**config.mk**
```make
export PLATFORM = sky130hd
export DESIGN_NAME = prog_loader
export DESIGN_NICKNAME = d
export VERILOG_FILES = /design/src/rtl/prog_loader.sv
export SDC_FILE = /design/constraint.sdc
export NUM_CORES = 1
export LEC_CHECK = 0
export BUFFER_PORTS_ARGS = -buffer_cell sky130_fd_sc_hd__buf_2
export CORE_ASPECT_RATIO = 1.25
export CORE_MARGIN = 4
export CORE_UTILIZATION = 55
export CTS_CLUSTER_SIZE = 20
export DETAILED_ROUTE_END_ITERATION = 7
export GPL_TIMING_DRIVEN = 0
export HOLD_SLACK_MARGIN = 0.08
export PLACE_DENSITY_LB_ADDON = 0.1
export SYNTH_ARGS = -nofsm -noshare
export SYNTH_HDL_FRONTEND = slang
export SYNTH_SLANG_ARGS = --single-unit
```
**constraint.sdc**
```tcl
create_clock -name clk -period 3.98 [get_ports clk]
set_input_delay 0.597 -clock clk [delete_from_list [all_inputs] [get_ports clk]]
set_output_delay 0.597 -clock clk [all_outputs]
set_load 0.05 [all_outputs]
```
**src/rtl/prog_loader.sv**
```systemverilog
// rtl/prog_loader.sv - serial 8N1 program loader writing 6-bit instructions into program memory
module prog_loader #(
  parameter int CLKS_PER_BIT = 16
) (
  input  logic       clk,
  input  logic       rst,
  input  logic       rx,
  output logic       wr_en,
  output logic [4:0] wr_addr,
  output logic [5:0] wr_data,
  output logic       cpu_halt,
  output logic       busy,
  output logic       frame_err
);

  localparam int CW = $clog2(CLKS_PER_BIT);
  localparam logic [CW-1:0] FULL_M1 = CW'(CLKS_PER_BIT - 1);
  localparam logic [CW-1:0] HALF_M1 = CW'(CLKS_PER_BIT / 2 - 1);

  typedef enum logic [1:0] {
    S_IDLE,
    S_START,
    S_DATA,
    S_STOP
  } state_t;

  logic          rx_s1_q, rx_s2_q, rx_prev_q;
  logic [1:0]    sync_ok_q;
  logic          rx_fall;

  state_t        state_q, state_d;
  logic [CW-1:0] cnt_q, cnt_d;
  logic [2:0]    bit_q, bit_d;
  logic [7:0]    shift_q, shift_d;
  logic          wr_en_q, wr_en_d;
  logic [4:0]    wr_addr_q, wr_addr_d;
  logic [5:0]    wr_data_q, wr_data_d;
  logic          halt_q, halt_d;
  logic          ferr_q, ferr_d;

  // Two-flop synchronizer plus edge history. The history flop only takes a
  // high value once the synchronizer holds real line samples, so a line that
  // is already low when reset releases never looks like a fresh start bit.
  always_ff @(posedge clk or posedge rst) begin
    if (rst) begin
      rx_s1_q   <= 1'b1;
      rx_s2_q   <= 1'b1;
      rx_prev_q <= 1'b0;
      sync_ok_q <= 2'b00;
    end else begin
      rx_s1_q   <= rx;
      rx_s2_q   <= rx_s1_q;
      sync_ok_q <= {sync_ok_q[0], 1'b1};
      rx_prev_q <= sync_ok_q[1] & rx_s2_q;
    end
  end

  assign rx_fall = rx_prev_q & ~rx_s2_q;

  // State and output registers.
  always_ff @(posedge clk or posedge rst) begin
    if (rst) begin
      state_q   <= S_IDLE;
      cnt_q     <= '0;
      bit_q     <= 3'd0;
      shift_q   <= 8'h00;
      wr_en_q   <= 1'b0;
      wr_addr_q <= 5'd0;
      wr_data_q <= 6'd0;
      halt_q    <= 1'b1;
      ferr_q    <= 1'b0;
    end else begin
      state_q   <= state_d;
      cnt_q     <= cnt_d;
      bit_q     <= bit_d;
      shift_q   <= shift_d;
      wr_en_q   <= wr_en_d;
      wr_addr_q <= wr_addr_d;
      wr_data_q <= wr_data_d;
      halt_q    <= halt_d;
      ferr_q    <= ferr_d;
    end
  end

  // Receive FSM, bit timing and command decode of a completed byte.
  always_comb begin
    state_d   = state_q;
    cnt_d     = cnt_q;
    bit_d     = bit_q;
    shift_d   = shift_q;
    wr_en_d   = 1'b0;
    wr_addr_d = wr_addr_q;
    wr_data_d = wr_data_q;
    halt_d    = halt_q;
    ferr_d    = 1'b0;

    // Auto-increment lands the cycle after the write strobe.
    if (wr_en_q) begin
      wr_addr_d = wr_addr_q + 5'd1;
    end

    case (state_q)
      S_IDLE: begin
        if (rx_fall) begin
          state_d = S_START;
          cnt_d   = '0;
          bit_d   = 3'd0;
        end
      end
      S_START: begin
        if (cnt_q == HALF_M1) begin
          cnt_d   = '0;
          state_d = rx_s2_q ? S_IDLE : S_DATA;
        end else begin
          cnt_d = cnt_q + CW'(1);
        end
      end
      S_DATA: begin
        if (cnt_q == FULL_M1) begin
          cnt_d   = '0;
          shift_d = {rx_s2_q, shift_q[7:1]};
          bit_d   = bit_q + 3'd1;
          if (bit_q == 3'd7) begin
            state_d = S_STOP;
          end
        end else begin
          cnt_d = cnt_q + CW'(1);
        end
      end
      S_STOP: begin
        if (cnt_q == FULL_M1) begin
          cnt_d   = '0;
          state_d = S_IDLE;
          if (rx_s2_q) begin
            case (shift_q[7:6])
              2'b00: wr_addr_d = shift_q[4:0];
              2'b01: begin
                wr_en_d   = 1'b1;
                wr_data_d = shift_q[5:0];
              end
              2'b10: halt_d = 1'b0;
              default: halt_d = 1'b1;
            endcase
          end else begin
            ferr_d = 1'b1;
          end
        end else begin
          cnt_d = cnt_q + CW'(1);
        end
      end
      default: state_d = S_IDLE;
    endcase
  end

  assign wr_en     = wr_en_q;
  assign wr_addr   = wr_addr_q;
  assign wr_data   = wr_data_q;
  assign cpu_halt  = halt_q;
  assign busy      = (state_q != S_IDLE);
  assign frame_err = ferr_q;

endmodule

```
==> flow_metrics.env <==
export IMPL_finalMaxSlewViolations=0
export IMPL_end_kind="output pin"
export IMPL_die_x_um=56.5
export IMPL_path_buf_inv=2
export IMPL_postSynthCellCount=124
export IMPL_yosysTopAreaCell="dfrtp_1"
export IMPL_critPathMaxStageDelay_ps=430
export IMPL_postCtsSetupBuffers=0
export IMPL_rsz0062_at_grt="false"
export IMPL_detail_route_antenna_nets=0
export IMPL_slowest_stage="dfrtp_1"
export IMPL_grt_pass1_vias=1090
export IMPL_grt_first_pass_wirelength_um=5030
export IMPL_path_cells="clkbuf_1, or2_2, buf_2"
export IMPL_worstReg2RegStart="cnt_q[0]$_DFFE_PP0P_"
export IMPL_finalPower_mw=0.891
export IMPL_antenna_found_initial=0
export IMPL_clk_latency_ps=340
export IMPL_first_iter_violations=31
export IMPL_cts_buffers_inserted=5
export IMPL_clock_sinks=36
export IMPL_max_cap_violations=0
export IMPL_utilization=0.654
export IMPL_grt_max_degree=37
export IMPL_routabilityCongestion=0.759
export IMPL_critPathLaunchType="flip-flop"
export IMPL_fin_crit_sh=0.545
export IMPL_io_pins=18
export IMPL_required_ps=3380
export IMPL_critPathCapture="busy"
export IMPL_maxClockFrequency_ghz=0.461
export IMPL_antenna_cells=0
export IMPL_path_clk_slew_ps=100
export IMPL_final_cell_area_um2=1810
export IMPL_fill_cells=227
export IMPL_synth_flop_cell="dfrtp_1"
export IMPL_firstDrtPassIters=6
export IMPL_via_count=1054
export IMPL_cp_max_fo=10
export IMPL_clockBufferDepth=2
export IMPL_ir_drop_mv=0.307
export IMPL_power_density_nw_per_um2=493
export IMPL_root_buffer="clkbuf_4"
export IMPL_synth_nets=131
export IMPL_num_rows=21
export IMPL_gr_total_overflow=0
export IMPL_r2r_setup_slack_ps=2030
export IMPL_crit_family="buffers and inverters"
export IMPL_cp_startpoint="state_q[0]$_DFFE_PP0P_"
export IMPL_yosysWarnings=0
export IMPL_placedCellCount=175
export IMPL_synth_avg_cell_area_um2=13.1
export IMPL_synth_area_leaders="dfrtp_1, mux2_2, dfstp_2"
export IMPL_synth_cell_types=38
export IMPL_synth_area_um2=1620
export IMPL_synth_top_area_frac=0.510
export IMPL_async_reset_ff_frac=1.00
export IMPL_path_class="flip-flop to output pin"
export IMPL_routed_wl_um=2840
export IMPL_syn_to_final_growth_pct=11.5
export IMPL_critical_path_depth=3
export IMPL_wl_per_cell_um=15.5
export IMPL_cts_resized=0
export IMPL_skew_ps=7.81
export IMPL_crit_arrival_ps=1570
export IMPL_layout_drive_gt1_share=0.383
export IMPL_core_um2=2760
export IMPL_io_buffers=17
export IMPL_ctsHoldBuffers=0
export IMPL_setup_violations=0
export IMPL_min_path_type="primary input to flip-flop"
export IMPL_cts_tree="done"
export IMPL_drc=0
export IMPL_hold_viol=0
export IMPL_dpl_hpwl_um=2010
export IMPL_r2r_cells=4
export IMPL_synth_edf_count=0
export IMPL_seqCellArea_um2=905
export IMPL_worstMarginPinSlew_ps=726
export IMPL_finalNonFillerCells=183
export IMPL_max_slew_margin=0.515
export IMPL_start_util=0.587
export IMPL_via_per_inst=5.76
export IMPL_setup_tns_final_ps=0
export IMPL_finalNetCount=155
export IMPL_status="completed"
export IMPL_placed_area_um2=1750
export IMPL_grt_use_total=0.173
export IMPL_die_h_um=68.7
export IMPL_p_leak_nw=0.909
export IMPL_synth_yosys_seq_area_share=0.559
export IMPL_multi_input_area_um2=667
export IMPL_ys_seq_elements=36
export IMPL_die_area_um2=3880
export IMPL_htreeDepth=2
export IMPL_post_route_min_period_ps=2170
export IMPL_critical_path_reg2reg_endpoint="wr_data[5]$_DFFE_PP0P_"
-- cell usage after synthesis, drive strengths merged, types with 3 or more instances --
cell type	instances
nor2	3
inv	7
mux2	20
nand4	3
xnor2	3
dfrtp	33
clkbuf	3
ha	4
a31oi	4
o21ai	6
dfstp	3
nand2	4
-- logic make-up after synthesis --
kind of cell / synth area share
AOI/OAI and AO/OA: 0.100
xor gates and xnor gates: 0.0216
adders and majority gates: 0.0309
buffers and inverters: 0.0294
DFF: 0.559
muxes: 0.151
other: 0.00232
and+or+nand+nor: 0.105
-- per-stage QoR --
step | setup WS, ps | hold slack, ps
3_5_place_dp | 2020 | 349
5_1_grt | 1690 | 318
2_1_floorplan | 2270 | 331
6_report | 1810 | 347
4_1_cts | 1780 | 321
3_3_place_gp | 2060 | 337
-- power breakdown --
group | internal [mW] | switching (mW) | leakage, nW
sequential | 0.409 | 0.0517 | 0.472
clock | 0.0872 | 0.115 | 0.0326
combinational | 0.0873 | 0.141 | 0.404
-- worst min path at each step --
stage	from	to	slack (ps)	cells after the start
CTS	rx	rx_s1_q$_DFF_PP1_	320	1
detailed placement	sync_ok_q[0]$_DFF_PP0_	sync_ok_q[1]$_DFF_PP0_	350	0
floorplan	sync_ok_q[0]$_DFF_PP0_	sync_ok_q[1]$_DFF_PP0_	330	0
finish	rx	rx_s1_q$_DFF_PP1_	350	1
global placement	sync_ok_q[0]$_DFF_PP0_	sync_ok_q[1]$_DFF_PP0_	340	0
global route	rx	rx_s1_q$_DFF_PP1_	320	1
-- sequential cells by signal, indices dropped and copies added (netlist names), named ones only --
signal and count:
rx_s1_q 1, wr_addr 5, shift_q 8, cnt_q 4
rx_s2_q 1, state_q 1, wr_data 6, wr_en 1
rx_prev_q 1, cpu_halt 1, frame_err 1, sync_ok_q 2
bit_q 3
-- cell usage in the layout, fill, tap and decap left out, types with 2 or more instances in the layout --
cell type / n
o211ai_1: 2
mux2_2: 20
a21o_1: 2
nor2_1: 3
nand2_1: 4
a31oi_1: 4
clkbuf_1: 5
buf_2: 19
nand4_1: 2
xnor2_1: 3
inv_1: 6
dfrtp_1: 33
dfstp_2: 3
mux2i_1: 2
ha_1: 4
clkbuf_4: 5
o221a_2: 2
o21ai_0: 6
nor2b_1: 2
-- area by class of cell --
cell class / count / share of cell area
flip-flops and latches: 36 / 0.501
multi-input cells: 76 / 0.369
repair buffers: 17 / 0.0471
clock buffers: 8 / 0.0326
well taps: 34 / 0.0236
inverters: 7 / 0.0146
plain buffers: 5 / 0.0118
-- layer usage --
layer	global-route usage	up-vias	wire length (µm)
li1	-	493	-
met1	0.187	533	1160
met2	0.306	20	1510
met3	0.0577	8	114
met4	0.0861	0	53
met5	0	-	0
(Power assumes the default switching activity.)
